--- config.mk ---
export PLATFORM = sky130hd
export DESIGN_NAME = egress_tlp_arb
export DESIGN_NICKNAME = d
export VERILOG_FILES = /design/src/rtl/egress_tlp_arb.sv
export SDC_FILE = /design/constraint.sdc
export NUM_CORES = 1
export LEC_CHECK = 0
export BUFFER_PORTS_ARGS = -buffer_cell sky130_fd_sc_hd__buf_2
export CORE_AREA = 2 2 252 254
export DETAILED_ROUTE_END_ITERATION = 10
export DIE_AREA = 0 0 254 256
export SLEW_MARGIN = 20
export SYNTH_ARGS = -nofsm -noshare
export SYNTH_HDL_FRONTEND = slang
export SYNTH_SLANG_ARGS = --single-unit
--- constraint.sdc ---
create_clock -name clk -period 2.9 [get_ports clk]
set_clock_uncertainty 0.2 [all_clocks]
set_input_delay 0.145 -clock clk [delete_from_list [all_inputs] [get_ports clk]]
set_output_delay 0.145 -clock clk [all_outputs]
set_load 0.02 [all_outputs]
--- src/rtl/egress_tlp_arb.sv ---
`default_nettype none
// egress_tlp_arb: packet-atomic round-robin merge of cpl/rdreq/wrreq TLP streams onto the core TX stream.
// Rev 1.0
module egress_tlp_arb #(
  parameter int DATA_W = 128,
  parameter int KEEP_W = 16,
  parameter int N_SRC  = 3,
  parameter int CNT_W  = 16
) (
  input  logic                    clk,
  input  logic                    rst,
  input  logic [N_SRC*DATA_W-1:0] s_tdata,
  input  logic [N_SRC*KEEP_W-1:0] s_tkeep,
  input  logic [N_SRC-1:0]        s_sop,
  input  logic [N_SRC-1:0]        s_eop,
  input  logic [N_SRC-1:0]        s_tvalid,
  output logic [N_SRC-1:0]        s_tready,
  output logic [DATA_W-1:0]       m_axis_tx_tdata,
  output logic [KEEP_W-1:0]       m_axis_tx_tkeep,
  output logic                    m_axis_tx_sop,
  output logic                    m_axis_tx_eop,
  output logic                    m_axis_tx_tvalid,
  input  logic                    m_axis_tx_tready,
  output logic [N_SRC*CNT_W-1:0]  pkt_cnt,
  output logic                    busy
);

  localparam int GW = (N_SRC > 1) ? $clog2(N_SRC) : 1;

  typedef enum logic [0:0] {
    IDLE = 1'b0,
    XFER = 1'b1
  } state_t;

  state_t          state;
  state_t          state_nxt;
  logic [GW-1:0]   grant;
  logic [GW-1:0]   last_grant;
  logic [GW-1:0]   pick;
  logic            pick_vld;
  logic [N_SRC-1:0] eligible;
  logic            out_ready;
  logic            accept;
  logic            pkt_end;

  assign eligible  = s_tvalid & s_sop;
  assign out_ready = ~m_axis_tx_tvalid | m_axis_tx_tready;
  assign accept    = (state == XFER) && s_tvalid[grant] && out_ready;
  assign pkt_end   = accept && s_eop[grant];
  assign busy      = (state == XFER);

  // Rotating priority: the search starts just after the previous winner.
  always_comb begin
    pick     = '0;
    pick_vld = 1'b0;
    for (int k = 1; k <= N_SRC; k++) begin
      if (!pick_vld && eligible[(int'(last_grant) + k) % N_SRC]) begin
        pick     = GW'((int'(last_grant) + k) % N_SRC);
        pick_vld = 1'b1;
      end
    end
  end

  always_comb begin
    state_nxt = state;
    case (state)
      IDLE:    if (pick_vld) state_nxt = XFER;
      XFER:    if (pkt_end)  state_nxt = IDLE;
      default: state_nxt = IDLE;
    endcase
  end

  always_comb begin
    s_tready = '0;
    if (state == XFER) s_tready[grant] = out_ready;
  end

  always_ff @(posedge clk) begin
    if (rst) begin
      state      <= IDLE;
      grant      <= '0;
      last_grant <= GW'(N_SRC - 1);
    end else begin
      state <= state_nxt;
      if (state == IDLE && pick_vld) begin
        grant      <= pick;
        last_grant <= pick;
      end
    end
  end

  always_ff @(posedge clk) begin
    if (rst) begin
      m_axis_tx_tdata  <= '0;
      m_axis_tx_tkeep  <= '0;
      m_axis_tx_sop    <= 1'b0;
      m_axis_tx_eop    <= 1'b0;
      m_axis_tx_tvalid <= 1'b0;
    end else if (accept) begin
      m_axis_tx_tdata  <= s_tdata[int'(grant)*DATA_W +: DATA_W];
      m_axis_tx_tkeep  <= s_tkeep[int'(grant)*KEEP_W +: KEEP_W];
      m_axis_tx_sop    <= s_sop[grant];
      m_axis_tx_eop    <= s_eop[grant];
      m_axis_tx_tvalid <= 1'b1;
    end else if (m_axis_tx_tready) begin
      m_axis_tx_tvalid <= 1'b0;
    end
  end

  // Counters advance when the eop beat is accepted, not when it leaves the output register.
  for (genvar i = 0; i < N_SRC; i++) begin : g_cnt
    logic [CNT_W-1:0] cnt;
    always_ff @(posedge clk) begin
      if (rst) begin
        cnt <= '0;
      end else if (pkt_end && grant == GW'(i) && cnt != {CNT_W{1'b1}}) begin
        cnt <= cnt + 1'b1;
      end
    end
    assign pkt_cnt[i*CNT_W +: CNT_W] = cnt;
  end

endmodule
`default_nettype wire

Yosys cells after proc, flatten, opt, wreduce, memory -nomap -nowiden
Cells that the tools add are included.

cells by class
  divide/modulo/power cells = 3
  shifts and indexed selects = 2
  bitwise gates (word level) = 5
  $add $sub $neg = 6
  reductions and logical operators = 17
  multiplexer cells = 29
  equality and inequality tests = 5
  $lt $le $gt $ge = 5

operators by type and width
  cell                     count
  $shiftx A384 B10 Y128    1
  $lt A32 B4 Y1 const B    3
  $mod A32 B3 Y32 const B  3
  $add A16 B1 Y16 const B  3
  $ne A16 B16 Y1 const B   3
  $shiftx A48 B7 Y16       1
  $mux W1                  17
  $logic_and A1 B1 Y1      13
  $bmux W1 S2              6
  $add A2 B2 Y3 const B    2
  $and A3 B3 Y3            2
  $mux W2                  3
  $add A2 B1 Y3 const B    1
  $lt A2 B3 Y1 const B     1
  $mux W3                  1
  $demux W1 S2             1
  $eq A2 B1 Y1 const B     1
  $eq A2 B2 Y1 const B     1
  $ge A2 B1 Y1 const B     1
  $logic_not A1 Y1         2
  $logic_not A2 Y1         1
  $not A1 Y1               2
  $pmux W1 S2              1
  $reduce_bool A2 Y1       1
  $or A1 B1 Y1             1

storage, ports and cells
  register bits = 200
  word-level logic and storage cells = 83
  input bits = 444
  output and inout port bits = 199

Depth between registers and ports, before layout
  depth in word-level cells = 14
  mapped depth = 8
  mapped depth without buffers = 7

Least setup slack after synthesis
Ideal clock, no wire load.

  kind = flip-flop to flip-flop
  start = register g_cnt[2].cnt[0]
  end = register g_cnt[2].cnt[15]
  path slack = 0.707 ns
  cell stages (with the launch flop) = 8
  buffers on the path = 1
  arrival time = 1.872 ns
  cells stage by stage = dfxtp_1 -> ha_1 -> and3_1 -> nor4bb_1 -> buf_2 -> nor2_1 -> nor4b_1 -> mux2_2

on the way
  word-level cells in the longest chain between the ends = 2

ends and longest elaborated chain
  element                                                                  RTL line  text
  start: declaration                                                       112       logic [CNT_W-1:0] cnt;
  start signal: assignment                                                 117       cnt <= cnt + 1'b1;
  parallel branches: the longest is 2 deep, another holds $add A16 B1 Y16  -

Parallel ways; which one is timed is not known.
A chain may end at the register's enable or synchronous reset.

Worst setup path in the final report
  start = register state, in the netlist busy
  end = register m_axis_tx_tkeep[0]

on the way
  word-level cells in the longest chain between the ends = 2

ends and longest elaborated chain
  element                            RTL line  text
  start: declaration                 35        state_t state;
  start signal: assignment           84        state <= state_nxt;
  $logic_and A1 B1 Y1 (2 in series)  48        assign accept = (state == XFER) && s_tvalid[grant] && out_ready;
  end signal: assignment             101       m_axis_tx_tkeep <= s_tkeep[int'(grant)*KEEP_W +: KEEP_W];
  end: declaration                   19        output logic [KEEP_W-1:0] m_axis_tx_tkeep,

No other way between the ends.

==> flow_summary.json <==
{
  "fmax_ghz": 0.371,
  "worstPathCellList": "and2_0, and2_4, buf_4, nor2_1, a211oi_1, dlygate4sd3_1",
  "num_rows": 92,
  "die_w_um": 254,
  "switching_share_pct": 41.4,
  "hold_viol": 0,
  "fin_tns_setup_ns": 0,
  "grt_util_met2_pct": 22.5,
  "fin_nets": 2635,
  "clkPwrFrac_pct": 16.2,
  "reg2reg_setup_slack_ns": 0.21,
  "min_path_cells": 5,
  "syn_area_sq_um": 10600,
  "rsz0062_at_grt": "no",
  "firstDrtPassIters": 5,
  "p_per_area_nw_per_um2": 791,
  "grt_overflow_total": 0,
  "fillers": 6725,
  "synthArstFlopShare_pct": 0,
  "die_h_um": 256,
  "clock-sinks": 199,
  "regArea_sq_um": 3990,
  "fin_crit_sh_pct": 92.8,
  "syn_nets": 1758,
  "viasPerCell": 4.27,
  "synth-seq-area-share_pct": 37.6,
  "grt_first_pass_wirelength_um": 68100,
  "slew_violations": 0,
  "crit_fanout": 14,
  "grt_use_met1_pct": 15.3,
  "ir_drop_mv": 0.545,
  "ys_warn_count": 0,
  "end_kind": "flop",
  "syn_inst": 1307,
  "power_switching_uw": 5980,
  "worstPathArrival_ns": 2.91,
  "io_pins": 643,
  "pwr-share-seq_pct": 26.4,
  "cp.required_ns": 3.12,
  "start_kind": "flop",
  "status": "completed",
  "routedWlPerCell_um": 14.8,
  "holdWs_ns": 0.0570,
  "h-tree-depth": 4,
  "timing.rr.start": "busy",
  "min-delay-start": "s_tdata[164]",
  "multi_input_area_sq_um": 6110,
  "syn_area_per_cell_sq_um": 8.11,
  "p_int_uw": 8470,
  "grt_use_total_pct": 13.4,
  "use_met3_pct": 4.23,
  "worst_pin_slew_ns": 0.731,
  "crit_type": "flop to flop",
  "antenna_found_initial": 9,
  "crit_slowest_cell": "dfxtp_1",
  "synth-seq-cells": 199,
  "path_buf_inv": 2,
  "cap_violations": 0,
  "drc_errors": 0,
  "leakage_uw": 0.00791,
  "fin_crit_ns": 2.69,
  "grt_max_degree": 86,
  "worstHoldEndpoint": "m_axis_tx_tdata[36]",
  "clockBufferDepth": 2,
  "drt_iter0_markers": 665,
  "finalSetupViolations": 0,
  "synth_edf_count": 0,
  "grt-busiest-layer": "met2",
  "worst-path-stages": 6,
  "synth_cell_types": 55,
  "grt_pass1_vias": 12500,
  "areaGrowthSynthToFinish_pct": 72.4,
  "reg2reg_to": "m_axis_tx_tkeep[0]",
  "drt-total-wl_um": 45000,
  "vias": 13000,
  "cp_top_family": "simple AND/OR/NAND/NOR gates",
  "place.gp.congestion": 0.849,
  "clk_latency_ns": 0.48,
  "port_buffers": 642,
  "layout_commonest_cell": "buf_2",
  "core_area_sq_um": 62400,
  "power_frac_comb_pct": 57.3,
  "synth_top_flop_cell": "dfxtp_1",
  "r2r_cells": 6,
  "cts_buffers": 17,
  "start_util_pct": 17.0,
  "slew_headroom_pct": 51.3,
  "cts_root_buffer": "clkbuf_16",
  "drive_gt1_share_pct": 32.9,
  "hp-class": "input pin to flop",
  "final_antenna_net_count": 0,
  "die_area_sq_um": 65000,
  "dp_hpwl_um": 32600,
  "cts_tree": "yes",
  "mostFrequentLayoutCells": "buf_2 (641), nor2_1 (322), dlygate4sd3_1 (293), dfxtp_1 (197), a21oi_1 (166)",
  "slowest_delay_ns": 0.59,
  "cts.clk_slew.worst_paths_ns": 0.08
}
[synth_stat cells (2+ instances only)]
cell | n | area share, %
nor2_1 | 322 | 11
dfxtp_1 | 199 | 38
a21oi_1 | 166 | 7.8
mux2i_1 | 149 | 14
a211oi_1 | 148 | 10
clkbuf_1 | 56 | 2.0
buf_2 | 47 | 2.2
nand2_1 | 24 | 0.85
nand3_1 | 17 | 0.80
o21ai_0 | 16 | 0.76
nand4_1 | 14 | 0.83
xnor2_1 | 14 | 1.2
and3_1 | 12 | 0.71
xor2_1 | 12 | 0.99
or3_1 | 10 | 0.59
and4_1 | 8 | 0.66
ha_1 | 7 | 0.83
nor3_1 | 7 | 0.33
nor4_1 | 7 | 0.41
buf_4 | 6 | 0.42
inv_1 | 5 | 0.18
o211ai_1 | 5 | 0.35
and2_1 | 4 | 0.24
nor2b_1 | 4 | 0.24
nor4b_1 | 4 | 0.33
a31oi_1 | 3 | 0.18
mux2_2 | 3 | 0.32
nor4_2 | 3 | 0.35
o2111ai_1 | 3 | 0.25
o31ai_1 | 3 | 0.21
and3b_1 | 2 | 0.17
nand2b_1 | 2 | 0.12
nand4_2 | 2 | 0.24
or4_1 | 2 | 0.14
[worst reg2reg max path: stages (launching register included)]
cell	delay [ns]
dfxtp_1	0.59
and2_0	0.42
and2_4	0.39
buf_4	0.24
nor2_1	0.05
a211oi_1	0.19
dlygate4sd3_1	0.57
[worst max path at each step]
stage | slack [ns] | start | end
global route | 0.04 | busy | m_axis_tx_tdata[30]
global placement | 0.53 | busy | m_axis_tx_tdata[38]
floorplan | 0.71 | g_cnt[2].cnt[0] | g_cnt[2].cnt[15]
CTS | 0.14 | grant[0] | m_axis_tx_tdata[30]
finish | 0.21 | busy | m_axis_tx_tkeep[0]
detailed placement | 0.49 | busy | m_axis_tx_tdata[109]
[cell families after synthesis]
group / synth area share [%]
simple gates: 19.2
compound gates: 21.0
flops: 37.6
mux: 14.4
buf+inv: 4.84
xor+xnor: 2.15
fa+ha+maj: 0.826
[per-stage QoR]
step	util, %	cells	instance area [sq um]	power, uW	setup WS [ns]
floorplan	-	1307	10600	8440	0.707
global placement	23.7	2718	14800	10600	0.527
detailed placement	23.7	2718	14800	10600	0.489
CTS	29.3	3042	18300	14600	0.136
global route	29.3	3045	18300	15500	0.0403
finish	29.3	3045	18300	14500	0.208
[flip-flops by register name, summed over array words and instances, names as in the netlist]
signal,flops
grant,2
last_grant,1
busy,1
m_axis_tx_tdata,128
m_axis_tx_tvalid,1
m_axis_tx_eop,1
m_axis_tx_sop,1
g_cnt.cnt,48
m_axis_tx_tkeep,16
[power by group through the flow]
| stage | sequential (uW) | combinational (uW) | clock, uW |
|---|---|---|---|
| after floorplan | 4580 | 3860 | 0 |
| after global placement | 3860 | 6720 | 0 |
| after detailed placement | 3860 | 6740 | 0 |
| after CTS | 3820 | 8270 | 2490 |
| after global routing | 3910 | 9040 | 2550 |
| final | 3820 | 8280 | 2350 |
[area by class of cell]
type	count	area share, %
clock buffer	21	2.52
antenna	3	0.0411
sequential	199	21.9
clock inverter	10	0.473
multi-input combinational	993	33.4
timing repair buffer	968	35.8
tap	846	5.79
inverter	5	0.103
[layer usage]
metal / up-vias / part of all wire [%]
li1: 6442 / -
met1: 5986 / 41
met2: 481 / 48
met3: 84 / 7.5
met4: 8 / 3.2
met5: - / 0.12
[repair_timing]
| action | 4_1_cts | 5_1_grt |
|---|---|---|
| buffers inserted | 0 | 0 |
| hold buffers | 293 | 0 |
| gates resized for setup | 0 | 0 |
| endpoints found under the hold margin | 172 | 0 |
Note: power is estimated with default switching activity, not from simulation.
